===== src/rtl/chip_vector_tester.sv =====
// Vector-driven pin tester: drives each stored vector onto the pads, waits SETTLE
// cycles, then compares synchronised pin levels against the expected value under mask.
module chip_vector_tester #(
  parameter int NPINS  = 16,
  parameter int DEPTH  = 32,
  parameter int SETTLE = 4,
  localparam int AW    = $clog2(DEPTH)
) (
  input  logic             clk,
  input  logic             rst_n,
  input  logic             start,
  input  logic             stop_on_fail,
  input  logic [AW:0]      num_vec,
  input  logic             ld_en,
  input  logic [AW-1:0]    ld_addr,
  input  logic [NPINS-1:0] ld_oe,
  input  logic [NPINS-1:0] ld_drive,
  input  logic [NPINS-1:0] ld_expect,
  input  logic [NPINS-1:0] ld_care,
  input  logic [NPINS-1:0] pin_in,
  output logic [NPINS-1:0] pin_oe,
  output logic [NPINS-1:0] pin_out,
  output logic             busy,
  output logic             done,
  output logic             pass,
  output logic [AW-1:0]    fail_idx,
  output logic [NPINS-1:0] fail_pins,
  output logic [AW:0]      err_count
);

  localparam int CW = $clog2(SETTLE);
  localparam logic [AW:0]   DEPTH_E = (AW+1)'(DEPTH);
  localparam logic [AW:0]   ONE_E   = (AW+1)'(1);
  localparam logic [AW-1:0] ONE_A   = AW'(1);
  localparam logic [CW-1:0] ONE_C   = CW'(1);
  localparam logic [CW-1:0] CNT_END = CW'(SETTLE - 1);

  typedef enum logic [1:0] {S_IDLE, S_DRIVE, S_SAMPLE, S_DONE} state_t;

  logic [NPINS-1:0] mem_oe     [DEPTH];
  logic [NPINS-1:0] mem_drive  [DEPTH];
  logic [NPINS-1:0] mem_expect [DEPTH];
  logic [NPINS-1:0] mem_care   [DEPTH];

  state_t           state_q, state_d;
  logic [AW-1:0]    idx_q, idx_d;
  logic [CW-1:0]    cnt_q, cnt_d;
  logic [AW:0]      n_q, n_d;
  logic             stop_q, stop_d;
  logic [NPINS-1:0] pin_oe_q, pin_oe_d;
  logic [NPINS-1:0] pin_out_q, pin_out_d;
  logic             busy_q, busy_d;
  logic             done_q, done_d;
  logic             pass_q, pass_d;
  logic [AW-1:0]    fail_idx_q, fail_idx_d;
  logic [NPINS-1:0] fail_pins_q, fail_pins_d;
  logic [AW:0]      err_q, err_d;
  logic [NPINS-1:0] sync1_q, sync1_d;
  logic [NPINS-1:0] sync2_q, sync2_d;

  logic [AW:0]      n_eff;
  logic [AW-1:0]    idx_nx;
  logic [NPINS-1:0] mism;
  logic             last;
  logic [AW:0]      err_inc;

  // Loads are locked out for the whole run so the vector under test never changes.
  always_ff @(posedge clk) begin
    if (ld_en && !busy_q) begin
      mem_oe[ld_addr]     <= ld_oe;
      mem_drive[ld_addr]  <= ld_drive;
      mem_expect[ld_addr] <= ld_expect;
      mem_care[ld_addr]   <= ld_care;
    end
  end

  always_comb begin
    state_d     = state_q;
    idx_d       = idx_q;
    cnt_d       = cnt_q;
    n_d         = n_q;
    stop_d      = stop_q;
    pin_oe_d    = pin_oe_q;
    pin_out_d   = pin_out_q;
    busy_d      = busy_q;
    done_d      = done_q;
    pass_d      = pass_q;
    fail_idx_d  = fail_idx_q;
    fail_pins_d = fail_pins_q;
    err_d       = err_q;
    sync1_d     = pin_in;
    sync2_d     = sync1_q;

    n_eff   = (num_vec > DEPTH_E) ? DEPTH_E : num_vec;
    idx_nx  = idx_q + ONE_A;
    mism    = (sync2_q ^ mem_expect[idx_q]) & mem_care[idx_q] & ~mem_oe[idx_q];
    last    = (({1'b0, idx_q} + ONE_E) == n_q);
    err_inc = (err_q == '1) ? err_q : err_q + ONE_E;

    case (state_q)
      S_IDLE, S_DONE: begin
        if (start) begin
          idx_d       = '0;
          cnt_d       = '0;
          n_d         = n_eff;
          stop_d      = stop_on_fail;
          err_d       = '0;
          fail_idx_d  = '0;
          fail_pins_d = '0;
          pass_d      = 1'b0;
          if (n_eff == '0) begin
            state_d   = S_DONE;
            busy_d    = 1'b0;
            done_d    = 1'b1;
            pass_d    = 1'b1;
            pin_oe_d  = '0;
            pin_out_d = '0;
          end else begin
            state_d   = S_DRIVE;
            busy_d    = 1'b1;
            done_d    = 1'b0;
            pin_oe_d  = mem_oe['0];
            pin_out_d = mem_drive['0];
          end
        end
      end
      S_DRIVE: begin
        cnt_d = cnt_q + ONE_C;
        if (cnt_q == CNT_END) state_d = S_SAMPLE;
      end
      S_SAMPLE: begin
        if (|mism) begin
          err_d = err_inc;
          // A saturating count never returns to zero, so zero means no earlier failure.
          if (err_q == '0) begin
            fail_idx_d  = idx_q;
            fail_pins_d = mism;
          end
        end
        if (last || ((|mism) && stop_q)) begin
          state_d   = S_DONE;
          busy_d    = 1'b0;
          done_d    = 1'b1;
          pass_d    = (err_d == '0);
          pin_oe_d  = '0;
          pin_out_d = '0;
        end else begin
          state_d   = S_DRIVE;
          idx_d     = idx_nx;
          cnt_d     = '0;
          pin_oe_d  = mem_oe[idx_nx];
          pin_out_d = mem_drive[idx_nx];
        end
      end
      default: state_d = S_IDLE;
    endcase
  end

  always_ff @(posedge clk or negedge rst_n) begin
    if (!rst_n) begin
      state_q     <= S_IDLE;
      idx_q       <= '0;
      cnt_q       <= '0;
      n_q         <= '0;
      stop_q      <= 1'b0;
      pin_oe_q    <= '0;
      pin_out_q   <= '0;
      busy_q      <= 1'b0;
      done_q      <= 1'b0;
      pass_q      <= 1'b0;
      fail_idx_q  <= '0;
      fail_pins_q <= '0;
      err_q       <= '0;
      sync1_q     <= '0;
      sync2_q     <= '0;
    end else begin
      state_q     <= state_d;
      idx_q       <= idx_d;
      cnt_q       <= cnt_d;
      n_q         <= n_d;
      stop_q      <= stop_d;
      pin_oe_q    <= pin_oe_d;
      pin_out_q   <= pin_out_d;
      busy_q      <= busy_d;
      done_q      <= done_d;
      pass_q      <= pass_d;
      fail_idx_q  <= fail_idx_d;
      fail_pins_q <= fail_pins_d;
      err_q       <= err_d;
      sync1_q     <= sync1_d;
      sync2_q     <= sync2_d;
    end
  end

  assign pin_oe    = pin_oe_q;
  assign pin_out   = pin_out_q;
  assign busy      = busy_q;
  assign done      = done_q;
  assign pass      = pass_q;
  assign fail_idx  = fail_idx_q;
  assign fail_pins = fail_pins_q;
  assign err_count = err_q;

endmodule

===== config.mk =====
export PLATFORM = sky130hd
export DESIGN_NAME = chip_vector_tester
export DESIGN_NICKNAME = d
export VERILOG_FILES = /design/src/rtl/chip_vector_tester.sv
export SDC_FILE = /design/constraint.sdc
export NUM_CORES = 2
export LEC_CHECK = 0
export CORE_ASPECT_RATIO = 2
export CORE_MARGIN = 2
export CORE_UTILIZATION = 62
export CTS_CLUSTER_SIZE = 40
export DETAILED_ROUTE_END_ITERATION = 8
export PLACE_DENSITY = 0.87
export SYNTH_ARGS = -nofsm -noshare
export SYNTH_HDL_FRONTEND = slang
export SYNTH_SLANG_ARGS = --single-unit

===== constraint.sdc =====
create_clock -name clk -period 5.04 [get_ports clk]
set_input_delay 0.756 -clock clk [delete_from_list [all_inputs] [get_ports clk]]
set_output_delay 0.756 -clock clk [all_outputs]
set_load 0.01 [all_outputs]

==> impl_metrics.json <==
{
  "first_iter_violations": 10100,
  "firstDrtPassIters": 9,
  "synth_enable_flop_cells": 2048,
  "violations": "design-rule violations, negative setup slack",
  "drc": 19,
  "initial_utilization_pct": 62.2,
  "worstSetupStartpoint": "idx_q[4]",
  "power_mw": 46.8,
  "drt-vias-per-instance": 7.59,
  "layout.nets": 4902,
  "rr_startpoint": "idx_q[4]",
  "syn-instance-count": 4484,
  "dieArea_mm2": 0.142,
  "synth_ff_type": "edfxtp_1",
  "skew_ps": 79.3,
  "cts_buffers": 178,
  "hold_start": "sync1_q[0]",
  "gp_congestion": 0.959,
  "start_kind": "flip-flop",
  "gr-total-overflow": 0,
  "antenna_found_initial": 25,
  "synth-xor-area-share_pct": 0.184,
  "yosysTopAreaCell": "edfxtp_1",
  "dpl.cell_count": 6466,
  "ir_worst_vdd_mv": 0.534,
  "clock-sinks": 2158,
  "grt_util_all_layers_pct": 38.6,
  "ioPinCount": 158,
  "rows": 193,
  "num_vias": 51600,
  "relSlewSlack_pct": 6.74,
  "port_buffers": 157,
  "synth_area_per_cell_um2": 19.1,
  "ys_seq_area_share_pct": 74.9,
  "fmax_mhz": 195,
  "totalWireLength_mm": 269,
  "synth-simple-area-share_pct": 4.47,
  "dp_hpwl_mm": 146,
  "status": "complete, but fails checks",
  "post-route-period-util_pct": 102,
  "finalHoldViolCount": 0,
  "arrival_ps": 5870,
  "synth_compound_area_share_pct": 5.15,
  "worstSetupPathType": "flip-flop to flip-flop",
  "fp.coreArea_mm2": 0.138,
  "setup_ws_ps": -96.5,
  "synthDistinctLibCells": 85,
  "ys_async_sr_fraction_pct": 5.10,
  "rsz0062_at_grt": "false",
  "seq_area_mm2": 0.0643,
  "cts-root-buf": "clkbuf_16",
  "synth_top_family_by_area": "multiplexers",
  "timing.final.crit_period_ps": 5140,
  "cts.path.max_buffers": 4,
  "wl_per_cell_um": 39.6,
  "hold_class": "flip-flop to flip-flop",
  "htree_levels": 4,
  "dieHeight_um": 530,
  "synth_top_area_share_pct": 71.7,
  "ant_nets": 0,
  "drive_gt1_share_pct": 21.0,
  "ys_warn_count": 0,
  "worst_slew_pin_slew_ps": 1390,
  "grt_pass1_wl_mm": 378,
  "synthMuxAreaShare_pct": 13.0,
  "cts.clk_slew.worst_paths_ps": 80,
  "netlist_area_mm2": 0.0858,
  "fillCellCount": 7297,
  "areaGrowthSynthToFinish_pct": 13.1,
  "cts_tree": "yes",
  "grt_max_degree": 142,
  "cap_violations": 0,
  "slew_violations": 0,
  "multi_input_area_mm2": 0.0200,
  "synth.area.top_cells": "edfxtp_1, mux4_2, dfrtp_1",
  "synthAdderAreaFrac_pct": 0.102,
  "place_ws_ps": 189,
  "final_cells": 6797,
  "cp_max_fo": 18,
  "die_x_um": 267,
  "final_common_cell": "edfxtp_1",
  "power_density_mw_per_mm2": 482,
  "worst_skew_pair.late_latency_ps": 860,
  "crit_required_ps": 5770,
  "synth_nets": 4587,
  "final_cell_mix": "edfxtp_1, mux4_2, nand2_1",
  "setup_viol": 7,
  "power.leakage_nw": 30.5,
  "endpoint_kind": "flip-flop",
  "ys_seq_elements": 2158,
  "first_global_vias": 52500
}
-- critical path: stages (launching register included) --
cell,delay [ps]
dfrtp_2,810
buf_12,250
or3b_2,630
o22ai_1,350
a21oi_1,140
a21oi_1,470
nor4_1,190
buf_4,210
a31oi_1,240
and4_1,290
and4bb_1,350
o21ai_4,70
buf_4,230
buf_12,180
o31a_1,320
a21oi_1,240
-- cell families after synthesis --
kind of cell / Yosys count
compound gates: 593
xor+xnor: 18
fa+ha+maj: 7
buf+inv: 406
flops: 2158
mux: 536
simple gates: 766
-- state kept, by name, indices dropped and copies added (netlist names), 5 cells and up --
register / cells
mem_oe: 512
mem_expect: 512
mem_drive: 512
fail_pins: 16
err_count: 6
sync2_q: 16
pin_out: 16
idx_q: 5
pin_oe: 16
n_q: 6
fail_idx: 5
sync1_q: 16
mem_care: 512
-- cells in the mapped netlist (7+ instances only) --
master     instances
buf_4             41
o2111ai_1          9
o22ai_1           64
nand2_1          271
o32a_1             7
nand3_1           35
xor2_1            10
dfrtp_1          110
nor3_1            34
nand3b_1          13
a221oi_1           8
o21ai_0           46
or3_1              9
nor4_1            15
mux2_2            11
buf_1             11
or2_2              7
clkbuf_1          90
inv_1            156
o32ai_1          120
ha_1               7
a21oi_1           79
o31a_1            29
nor2_1           144
edfxtp_1        2048
xnor2_1            8
buf_2             92
and3_1             8
a32oi_1            7
nor3b_1           43
a22oi_1           29
a211oi_1          19
mux4_2           460
o221ai_1          55
nand2b_1          87
mux2i_1           62
buf_6             13
nand4_1           16
nor2b_1           42
a31oi_1           22
or3b_2            19
o211ai_1          36
-- power by group --
part	internal (mW)	switching, mW	leakage [nW]
Combinational	5.32	6.99	7.96
Sequential	20.0	0.437	19.8
Clock	7.64	6.36	2.75
Total	33.0	13.8	30.5
-- per-stage QoR --
| stage | util (%) | area [um2] | hold WS (ps) | TNS (ps) |
|---|---|---|---|---|
| 3_3_place_gp | 66.1 | 91200 | 333 | 0 |
| 3_5_place_dp | 66.1 | 91200 | 335 | 0 |
| 6_report | 70.4 | 97000 | 346 | -235 |
| 5_1_grt | 70.3 | 97000 | 344 | 0 |
| 4_1_cts | 70.3 | 96900 | 334 | 0 |
| 2_1_floorplan | - | 85800 | 331 | 0 |
-- per-layer routing --
metal  track usage, %  wire length (um)  vias up
met5            0.728               311        -
met4             32.0             28600       26
met3             12.8             39300     1761
met2             59.4            126000     5624
met1             43.7             75200    25200
li1                 -                 -    19000
-- timing repair --
action,CTS,global route
endpoints found under the hold margin,44,0
setup endpoints to repair,12,36
hold buffers,1,0
resized for setup,1,10
buffers inserted,0,2
-- layout make-up --
cell class	instances	share of cell area, %
timing repair buffer	383	4.25
sequential	2158	66.2
tap	1852	2.39
inverter	158	0.614
clock buffer	236	5.03
multi-input combinational	1920	20.6
clock inverter	76	0.833
antenna	14	0.0361
-- path summary, 6_finish.rpt --
kind | depth (start not counted) | slack [ps] | endpoint
max in group asynchronous | 3 | 3420 | pin_oe[12]
worst min register to register | 0 | 350 | sync2_q[0]
worst max-delay path | 15 | -100 | pin_out[14]
worst min-delay path | 0 | 350 | sync2_q[0]
worst max register to register | 15 | -100 | pin_out[14]
min in group asynchronous | 2 | 510 | sync1_q[5]
Note: power is estimated with default switching activity, not from simulation.
